[config.mk]
export PLATFORM = sky130hd
export DESIGN_NAME = acceso_mem
export DESIGN_NICKNAME = d
export VERILOG_FILES = /design/src/rtl/acceso_mem.sv
export SDC_FILE = /design/constraint.sdc
export NUM_CORES = 1
export LEC_CHECK = 0
export ABC_CLOCK_PERIOD_IN_PS = 5100
export BUFFER_PORTS_ARGS = -buffer_cell sky130_fd_sc_hd__buf_2
export CAP_MARGIN = 20
export CORE_ASPECT_RATIO = 1.1
export CORE_MARGIN = 2
export CORE_UTILIZATION = 52
export DETAILED_ROUTE_END_ITERATION = 8
export PLACE_DENSITY = 0.9
export SETUP_SLACK_MARGIN = 0.3
export SYNTH_ARGS = -nofsm -noshare
export SYNTH_HDL_FRONTEND = slang
export SYNTH_SLANG_ARGS = --single-unit
[constraint.sdc]
create_clock -name clk -period 5.1 [get_ports clk]
set_clock_uncertainty 0.15 [all_clocks]
set_input_delay 0.765 -clock clk [delete_from_list [all_inputs] [get_ports clk]]
set_output_delay 0.765 -clock clk [all_outputs]
set_load 0.1 [all_outputs]
[src/rtl/acceso_mem.sv]
// -----------------------------------------------------------------------------
// acceso_mem
//   Load/store access unit between the datapath and the data memory.
//   A request from the datapath (LeerMem/EscrMem, byte address on outALU) is
//   turned into one req/ack transaction on the memory port with little-endian
//   byte lanes. Loads come back sized and sign/zero-extended on Dataout.
//   Stall freezes the PC for as long as the access is outstanding.
//
//   Handshake: mem_req is raised on the cycle after an accepted request and
//   held, together with mem_we/mem_be/mem_addr/mem_wdata, until the memory
//   answers with mem_ack=1 in the same cycle (transfer completes on that edge)
//   or until TIMEOUT cycles pass without ack (bus error). mem_ack seen while
//   mem_req is low is ignored.
//
// Ports
//   clk, rst_n            clock (rising edge), async active-low reset
//   LeerMem, EscrMem      load / store request levels (store wins if both)
//   TamMem                size: 00 byte, 01 half, 1x word
//   SignoExt              sign-extend byte/half loads when 1
//   outALU                byte address
//   Datain                store data, LSB-justified
//   Dataout               last completed load result (registered)
//   Stall                 freeze pipeline this cycle
//   ErrAlin               misaligned request in IDLE (combinational)
//   ErrBus                one-cycle timeout pulse (registered, FIN only)
//   mem_req/we/be/addr/wdata   memory request side (registered)
//   mem_rdata, mem_ack    memory response side
// -----------------------------------------------------------------------------
module acceso_mem #(
  parameter int ANCHO   = 32,
  parameter int ADDR_W  = 10,
  parameter int TIMEOUT = 15
) (
  input  logic              clk,
  input  logic              rst_n,
  input  logic              LeerMem,
  input  logic              EscrMem,
  input  logic [1:0]        TamMem,
  input  logic              SignoExt,
  input  logic [ANCHO-1:0]  outALU,
  input  logic [ANCHO-1:0]  Datain,
  output logic [ANCHO-1:0]  Dataout,
  output logic              Stall,
  output logic              ErrAlin,
  output logic              ErrBus,
  output logic              mem_req,
  output logic              mem_we,
  output logic [3:0]        mem_be,
  output logic [ADDR_W-1:0] mem_addr,
  output logic [ANCHO-1:0]  mem_wdata,
  input  logic [ANCHO-1:0]  mem_rdata,
  input  logic              mem_ack
);

  localparam int CNT_W = (TIMEOUT > 1) ? $clog2(TIMEOUT) : 1;

  typedef enum logic [1:0] {
    IDLE   = 2'd0,
    ESPERA = 2'd1,
    FIN    = 2'd2
  } state_t;

  state_t             state_q, state_d;
  logic [CNT_W-1:0]   cnt_q, cnt_d;
  logic [1:0]         tam_q, tam_d;
  logic [1:0]         off_q, off_d;
  logic               sext_q, sext_d;
  logic [ANCHO-1:0]   dout_q, dout_d;
  logic               err_bus_q, err_bus_d;
  logic               mem_req_q, mem_req_d;
  logic               mem_we_q, mem_we_d;
  logic [3:0]         mem_be_q, mem_be_d;
  logic [ADDR_W-1:0]  mem_addr_q, mem_addr_d;
  logic [ANCHO-1:0]   mem_wdata_q, mem_wdata_d;

  logic               req_any;
  logic               misal;
  logic               in_idle;
  logic [3:0]         be_new;
  logic [ANCHO-1:0]   wdata_new;
  logic [ANCHO-1:0]   rd_shift;
  logic [7:0]         rd_byte;
  logic [15:0]        rd_half;
  logic [ANCHO-1:0]   load_val;

  // Address bits above the memory window do not take part in the access.
  logic unused_addr_hi;
  assign unused_addr_hi = ^outALU[ANCHO-1:ADDR_W+2];

  always_comb begin
    req_any  = LeerMem | EscrMem;
    misal    = ((TamMem == 2'b01) & outALU[0]) | (TamMem[1] & (|outALU[1:0]));
    in_idle  = (state_q == IDLE);
    ErrAlin  = in_idle & req_any & misal;
    Stall    = (in_idle & req_any & ~misal) | (state_q == ESPERA);

    // Store lane placement for the incoming request.
    be_new    = 4'b1111;
    wdata_new = Datain;
    case (TamMem)
      2'b00: begin
        be_new    = 4'b0001 << outALU[1:0];
        wdata_new = {4{Datain[7:0]}};
      end
      2'b01: begin
        be_new    = outALU[1] ? 4'b1100 : 4'b0011;
        wdata_new = {2{Datain[15:0]}};
      end
      default: begin
        be_new    = 4'b1111;
        wdata_new = Datain;
      end
    endcase

    // Load formatting uses the latched offset/size/sign of the access.
    rd_shift = mem_rdata >> {off_q, 3'b000};
    rd_byte  = rd_shift[7:0];
    rd_half  = off_q[1] ? mem_rdata[31:16] : mem_rdata[15:0];
    case (tam_q)
      2'b00:   load_val = {{24{sext_q & rd_byte[7]}}, rd_byte};
      2'b01:   load_val = {{16{sext_q & rd_half[15]}}, rd_half};
      default: load_val = mem_rdata;
    endcase

    state_d     = state_q;
    cnt_d       = cnt_q;
    tam_d       = tam_q;
    off_d       = off_q;
    sext_d      = sext_q;
    dout_d      = dout_q;
    err_bus_d   = 1'b0;
    mem_req_d   = mem_req_q;
    mem_we_d    = mem_we_q;
    mem_be_d    = mem_be_q;
    mem_addr_d  = mem_addr_q;
    mem_wdata_d = mem_wdata_q;

    case (state_q)
      IDLE: begin
        if (req_any && !misal) begin
          state_d     = ESPERA;
          cnt_d       = '0;
          tam_d       = TamMem;
          off_d       = outALU[1:0];
          sext_d      = SignoExt;
          mem_req_d   = 1'b1;
          mem_we_d    = EscrMem;
          mem_be_d    = be_new;
          mem_addr_d  = outALU[ADDR_W+1:2];
          mem_wdata_d = EscrMem ? wdata_new : '0;
        end
      end
      ESPERA: begin
        if (mem_ack) begin
          state_d   = FIN;
          mem_req_d = 1'b0;
          if (!mem_we_q) dout_d = load_val;
        end else if (cnt_q == CNT_W'(TIMEOUT - 1)) begin
          // Memory never answered: abandon the access and flag it.
          state_d   = FIN;
          mem_req_d = 1'b0;
          err_bus_d = 1'b1;
          if (!mem_we_q) dout_d = '0;
        end else begin
          cnt_d = cnt_q + 1'b1;
        end
      end
      FIN: begin
        state_d = IDLE;
      end
      default: begin
        state_d   = IDLE;
        mem_req_d = 1'b0;
      end
    endcase
  end

  always_ff @(posedge clk or negedge rst_n) begin
    if (!rst_n) begin
      state_q     <= IDLE;
      cnt_q       <= '0;
      tam_q       <= 2'b00;
      off_q       <= 2'b00;
      sext_q      <= 1'b0;
      dout_q      <= '0;
      err_bus_q   <= 1'b0;
      mem_req_q   <= 1'b0;
      mem_we_q    <= 1'b0;
      mem_be_q    <= 4'b0000;
      mem_addr_q  <= '0;
      mem_wdata_q <= '0;
    end else begin
      state_q     <= state_d;
      cnt_q       <= cnt_d;
      tam_q       <= tam_d;
      off_q       <= off_d;
      sext_q      <= sext_d;
      dout_q      <= dout_d;
      err_bus_q   <= err_bus_d;
      mem_req_q   <= mem_req_d;
      mem_we_q    <= mem_we_d;
      mem_be_q    <= mem_be_d;
      mem_addr_q  <= mem_addr_d;
      mem_wdata_q <= mem_wdata_d;
    end
  end

  assign Dataout   = dout_q;
  assign ErrBus    = err_bus_q;
  assign mem_req   = mem_req_q;
  assign mem_we    = mem_we_q;
  assign mem_be    = mem_be_q;
  assign mem_addr  = mem_addr_q;
  assign mem_wdata = mem_wdata_q;

endmodule

* After elaboration in Yosys (flattened, before gate mapping)
Index checks and enable logic that the tools add are counted.
** Cells by class
- Add/sub/neg operators :: 1
- Equal/unequal tests :: 9
- Shift operators :: 2
- Reductions and logical operators :: 13
- Mux-type cells :: 25
- Bitwise logic cells :: 13
** Operator list (count)
- $mux W32 :: 5
- $pmux W32 S2 :: 2
- $shr A32 B5 Y8 :: 1
- $mux W16 :: 1
- $mux W4 :: 4
- $pmux W4 S2 :: 2
- $and A1 B1 Y1 :: 7
- $eq A2 B1 Y1 const B :: 3
- $logic_not A2 Y1 :: 3
- $mux W1 :: 6
- $mux W2 :: 3
- $reduce_and A3 Y1 :: 2
- $add A4 B1 Y4 const B :: 1
- $eq A4 B4 Y1 const B :: 1
- $ne A2 B2 Y1 const B :: 2
- $pmux W2 S2 :: 1
- $reduce_and A2 Y1 :: 2
- $reduce_and A4 Y1 :: 1
- $reduce_bool A2 Y1 :: 2
- $shl A1 B2 Y4 const A :: 1
- $ne A3 B2 Y1 const B :: 1
- $not A1 Y1 :: 3
- $or A1 B1 Y1 :: 3
- $pmux W1 S3 :: 1
- other kinds (5) :: 5
** Storage, ports and cells
- Bits in registers :: 92
- Input bits :: 104
- Word-level logic and storage cells :: 75
- Output and inout bits :: 83

* Longest topological paths before layout
Gate-level depths: netlist of the first run.
- Word-level depth :: 7
- Mapped depth :: 8

* Worst setup path before layout of the first run
Ideal clock, no wire load.
- Path type :: input to output
- Start point :: input port TamMem[1]
- End point :: output port ErrAlin
- Arrival time :: 4139 ps
- Path slack :: 46 ps
- Buffers on the path :: 1
- Data required time :: 4185 ps
- Cell stages on the path :: 3
- Cell sequence :: buf_2 nor2_4 nor4b_1
** On the way
- Cells in the longest elaborated chain, start to end :: 4
- Elaborated cells on any way between the ends :: 5
- Those cells by class :: eq/ne (1); bitwise (4)
** RTL lines
- start: declaration :: RTL line 38 : input logic [1:0] TamMem,
- $eq A2 B1 Y1 :: RTL line 92 : misal = ((TamMem == 2'b01) & outALU[0]) | (TamMem[1] & (|outALU[1:0]));
- $and A1 B1 Y1 :: RTL line 92
- $or A1 B1 Y1 * :: RTL line 92
- $and A1 B1 Y1 * :: RTL line 94 : ErrAlin = in_idle & req_any & misal;
- end: declaration :: RTL line 44 : output logic ErrAlin,
Every way passes the cells marked *; elsewhere a longest branch is shown, timed or not.

* Worst setup path after layout of the first run
Ends and elaborated chain as after synthesis.

==> metrics.txt, run 1 <==
status=completed; Yosys cell types=between 40 and 50; # setup viols final=0; Synth Warn #=0; net count after synthesis=549; GR Util met2=between 40% and 50%; CTS Sinks=between 90 and 100; Max Cap Viol=0; Max FO, Critical Path=31; period utilisation layout=between 60 and 70%; cell count after synthesis=about 440; vias in the first global route=3940; Slew Limit Fails=0; ys flop type=dfrtp_1; grt peak-use layer=met2; cell area after synthesis=4570 µm²; DPL Wire Length=~8600 µm; DRC Markers=0; Critical Path Start Type=input port; RD Place Congestion=0.827; total gr overflow=0; antenna violations before repair=0; Buffers on Ports=166; fmax=about 310 MHz; starting density of the core=between 50% and 60%; n_diodes=0; Crit. End Element=primary output; core area=8450 µm²; Boundary Pins=roughly 190; RSZ-0062 raised after global routing=no; die area=9550 µm²; Final min period=3230 ps; CTS tree=built; CTS Buf Count=9; vias per inst=5.56; relative slew slack=30.7%; Crit path arrival time=around 2300 ps; post_cts resized=0; area growth from synthesis to layout=24.2%; Crit Path Class=input port to primary output; met1 usage=31.4%; met3 Usage GRT=5.83%; hold_buf cts=0; drt pass-1 iters=4; root buffer cell=clkbuf_8; critical path required time=4180 ps; Global Route Usage Sum=25.6%; largest net degree at the start of global routing=97; routed vias=3917; worst slew pin tran=1040 ps; Post-Syn Area per Cell=10.3 µm²; H-Tree Depth=3; setup TNS=0 ps; Die Ht=102 µm; FF+latch count, synth=92; register area share after synthesis=50.4%; Antenna Nets Post-Route=0; row count=35; drt total wl=12100 µm; Clock Latency Late Sink=about 360 ps; async set-reset flop share out of synthesis=100%; placed instance area=approximately 5400 µm²; CTS clock-pin slew for the worst setup and hold paths=90 ps; layout cells sized above 1=34.8%; EDFF count, synth=0; fin nets=695; endpoints failing hold=0; first-pass GRT wire length=19100 µm; FF-to-FF setup slack=2440 ps; Finished Cell Area=5670 µm²; Hold WC Path Type=input port to asynchronous set/reset pin; WL per Instance=17.1 µm; Max clock buf depth=2; die extent in x=93.3 µm; initial DRC count=153; postcts setup bufs=0; final core occ=between 60 and 70%
[cells in the final DEF (no fill, tap or decap), types with 8 or more instances in the layout]
cell type | netlist | final
nand2_1 | 82 | 82
inv_1 | 12 | 12
dfrtp_1 | 92 | 92
mux2_4 | 14 | 14
nor3_1 | 8 | 8
o31ai_1 | 16 | 16
a221o_1 | 16 | 16
o21ai_0 | 45 | 45
nor2_1 | 11 | 11
nor2b_1 | 8 | 8
mux2i_1 | 40 | 40
a21oi_1 | 13 | 13
buf_2 | 15 | 165
clkbuf_8 | 0 | 10
[registers in the layout (all words and copies together) (netlist names)]
signal,cells
mem_be,4
ErrBus,1
mem_req,1
mem_wdata,32
cnt_q,4
tam_q,2
Dataout,32
off_q,2
mem_we,1
mem_addr,10
state_q,2
sext_q,1
[stage by stage]
stage	hold WS [ps]	cells	worst slack, ps
after detailed placement	315	687	1870
final	206	705	1870
after global placement	306	687	1910
after CTS	206	703	1860
after global routing	233	705	1770
after floorplan	319	443	1450
[synthesized netlist by cell type (all sizes together) (3+ instances only)]
| library cell | count | share of area [%] |
|---|---|---|
| a21oi | 13 | 1.4 |
| nand2 | 82 | 6.7 |
| nor3b | 3 | 0.49 |
| buf | 23 | 3.5 |
| nand3 | 5 | 0.55 |
| inv | 12 | 0.99 |
| dfrtp | 92 | 50 |
| o21ai | 47 | 5.2 |
| o31ai | 16 | 2.6 |
| a221o | 16 | 3.5 |
| nor2b | 8 | 1.1 |
| mux2 | 14 | 4.6 |
| nand3b | 7 | 1.2 |
| mux2i | 40 | 8.8 |
| clkbuf | 12 | 0.99 |
| a211oi | 7 | 1.2 |
| nor3 | 8 | 0.88 |
| nor2 | 12 | 1.2 |
[path summary, 6_finish.rpt]
| path | cells past startpoint | from | to |
|---|---|---|---|
| max in group asynchronous | 2 | rst_n | mem_we |
| hold / removal | 1 | rst_n | Dataout[7] |
| hold reg to reg | 2 | Dataout[5] | Dataout[5] |
| setup reg to reg | 3 | mem_we | Dataout[22] |
| min in group clk | 2 | Dataout[5] | Dataout[5] |
| setup / recovery | 4 | TamMem[1] | ErrAlin |
[cell families after synthesis]
logic type	synth area share, %
compound gates	15.8
xor+xnor	0.384
simple gates	13.9
mux	13.4
flops	50.4
buf+inv	5.51
fa+ha+maj	0.548
[worst max-delay path, stage by stage]
cell and delay, ps:
buf_2 490, a21oi_1 270, nor4b_2 290, buf_2 480
[layer usage]
layer  vias up  routed length, µm
li1       1851                  -
met1      1864               4730
met2       181               6020
met3        21               1030
met4         0                272
met5         -                  0
[final cells by class]
type	count	area (µm²)
fill	634	2780
timing repair buffer	170	903
tap	111	139
clock buffer	10	138
inverter	13	48.8
clock inverter	6	111
sequential	92	2300
multi-input combinational	303	2030
Power of run 1 is left out: the tool's default activity adds up to more than one toggle a clock period on the data nets, which glitch-free logic cannot reach.
==> run 2, diff against run 1 <==
Settings changed: ABC_CLOCK_PERIOD_IN_PS 5100 to 3260, CORE_UTILIZATION 52 to 49, PLACE_DENSITY 0.9 to 0.86.
Clock period 5.1 ns to 3.26 ns, I/O delays scaled along.
==> run 2 against run 1 <==
Against the previous run:
- register-to-register slack got worse by 1500 ps
- via count increased by 1.8%
- global-route usage decreased by 0.96 points
- utilization decreased by 4.5 points
- hold slack got worse by 170 ps
- largest cell class unchanged
- highest routed layer is now met5
==> metrics.txt, run 2 (synthesis results as in run 1) <==
hold slack=39.5 ps; CTS Sinks=92; CTS clock-pin slew for the worst setup and hold paths=100 ps; core area=8960 µm²; antenna violations before repair=1; Crit. End Element=primary output; r2r worst-path depth=5; Clock Latency Late Sink=around 370 ps; Max Cap Viol=0; post_cts resized=0; relative slew slack=25.6%; worst slew pin tran=roughly 1100 ps; Finished Cell Area=5610 µm²; critical path required time=2620 ps; row count=36; status=completed; routed vias=roughly 4000; hold_buf cts=0; post-route setup slack=751 ps; RR Startpoint=cnt_q[0]; most common cell after layout, fill and taps aside=buf_2; area growth from synthesis to layout=22.9%; Crit path arrival time=1870 ps; H-Tree Depth=3; Buffers on Ports=166; Antenna Nets Post-Route=0; total gr overflow=0; first-pass GRT wire length=19400 µm; Hold WC Path Type=input port to asynchronous set/reset pin; Global Route Usage Sum=24.6%; endpoints failing hold=0; Die Ht=105 µm; drt total wl=12200 µm; Boundary Pins=187; layout cells sized above 1=approximately a third; most frequent cells in the layout=buf_2, dfrtp_1, nand2_1; die area=10100 µm²; Slew Limit Fails=0; Final min period=2510 ps; period utilisation layout=77.0%; fmax=398 MHz; Max clock buf depth=2; Post-Place Worst Slack=744 ps; r2r endpoint=Dataout[19]; setup TNS=0 ps; Filler Cells Inserted=approximately 720; Critical Path Start Type=input port; RD Place Congestion=around 0.81; root buffer cell=clkbuf_8; vias in the first global route=3998; RSZ-0062 raised after global routing=no; vias per inst=5.60; n_diodes=0; DRC Markers=0; largest net degree at the start of global routing=97; WL per Instance=17.2 µm; drt pass-1 iters=5; postcts setup bufs=0; starting density of the core=50.9%; # setup viols final=0; CTS Buf Count=9; placed instance area=5440 µm²; DPL Wire Length=around 9000 µm; initial DRC count=185; fin nets=around 700; FF-to-FF setup slack=970 ps; CTS tree=built; Crit Path Class=input port to primary output; die extent in x=approximately 96 µm; Max FO, Critical Path=12
-- run 2: worst max path at each step --
stage | from | endpoint
after floorplan | TamMem[1] | Stall
after global placement | TamMem[0] | Stall
after detailed placement | TamMem[0] | Stall
after CTS | TamMem[0] | Stall
after global routing | TamMem[0] | Stall
final | TamMem[0] | Stall
-- run 2: through the flow --
step,utilization (%),instances
final,62.6,712
after detailed placement,60.7,696
after global placement,60.7,696
after CTS,62.6,712
after floorplan,-,443
after global routing,62.6,712
-- run 2: critical path, stage by stage --
cell,delay [ps]
buf_2,220
nor2_4,420
o221ai_4,210
nand2_1,90
buf_2,420
-- run 2: final cells by class --
type / count / area, µm² / area share (%)
Clock inverter: 7 / 51.3 / 0.914
Sequential cell: 92 / 2300 / 41.0
Clock buffer: 9 / 124 / 2.21
Multi-Input combinational cell: 303 / 2040 / 36.3
Tap cell: 114 / 143 / 2.54
Inverter: 13 / 48.8 / 0.869
Timing Repair Buffer: 174 / 906 / 16.1
-- run 2: metal layers --
metal | GRT usage, % | wire, µm
met5 | 0 | 13
met4 | 11.1 | 336
met3 | 6.22 | 1190
met2 | 39.9 | 5820
met1 | 30.6 | 4860
Power of run 2 is left out for the same reason.
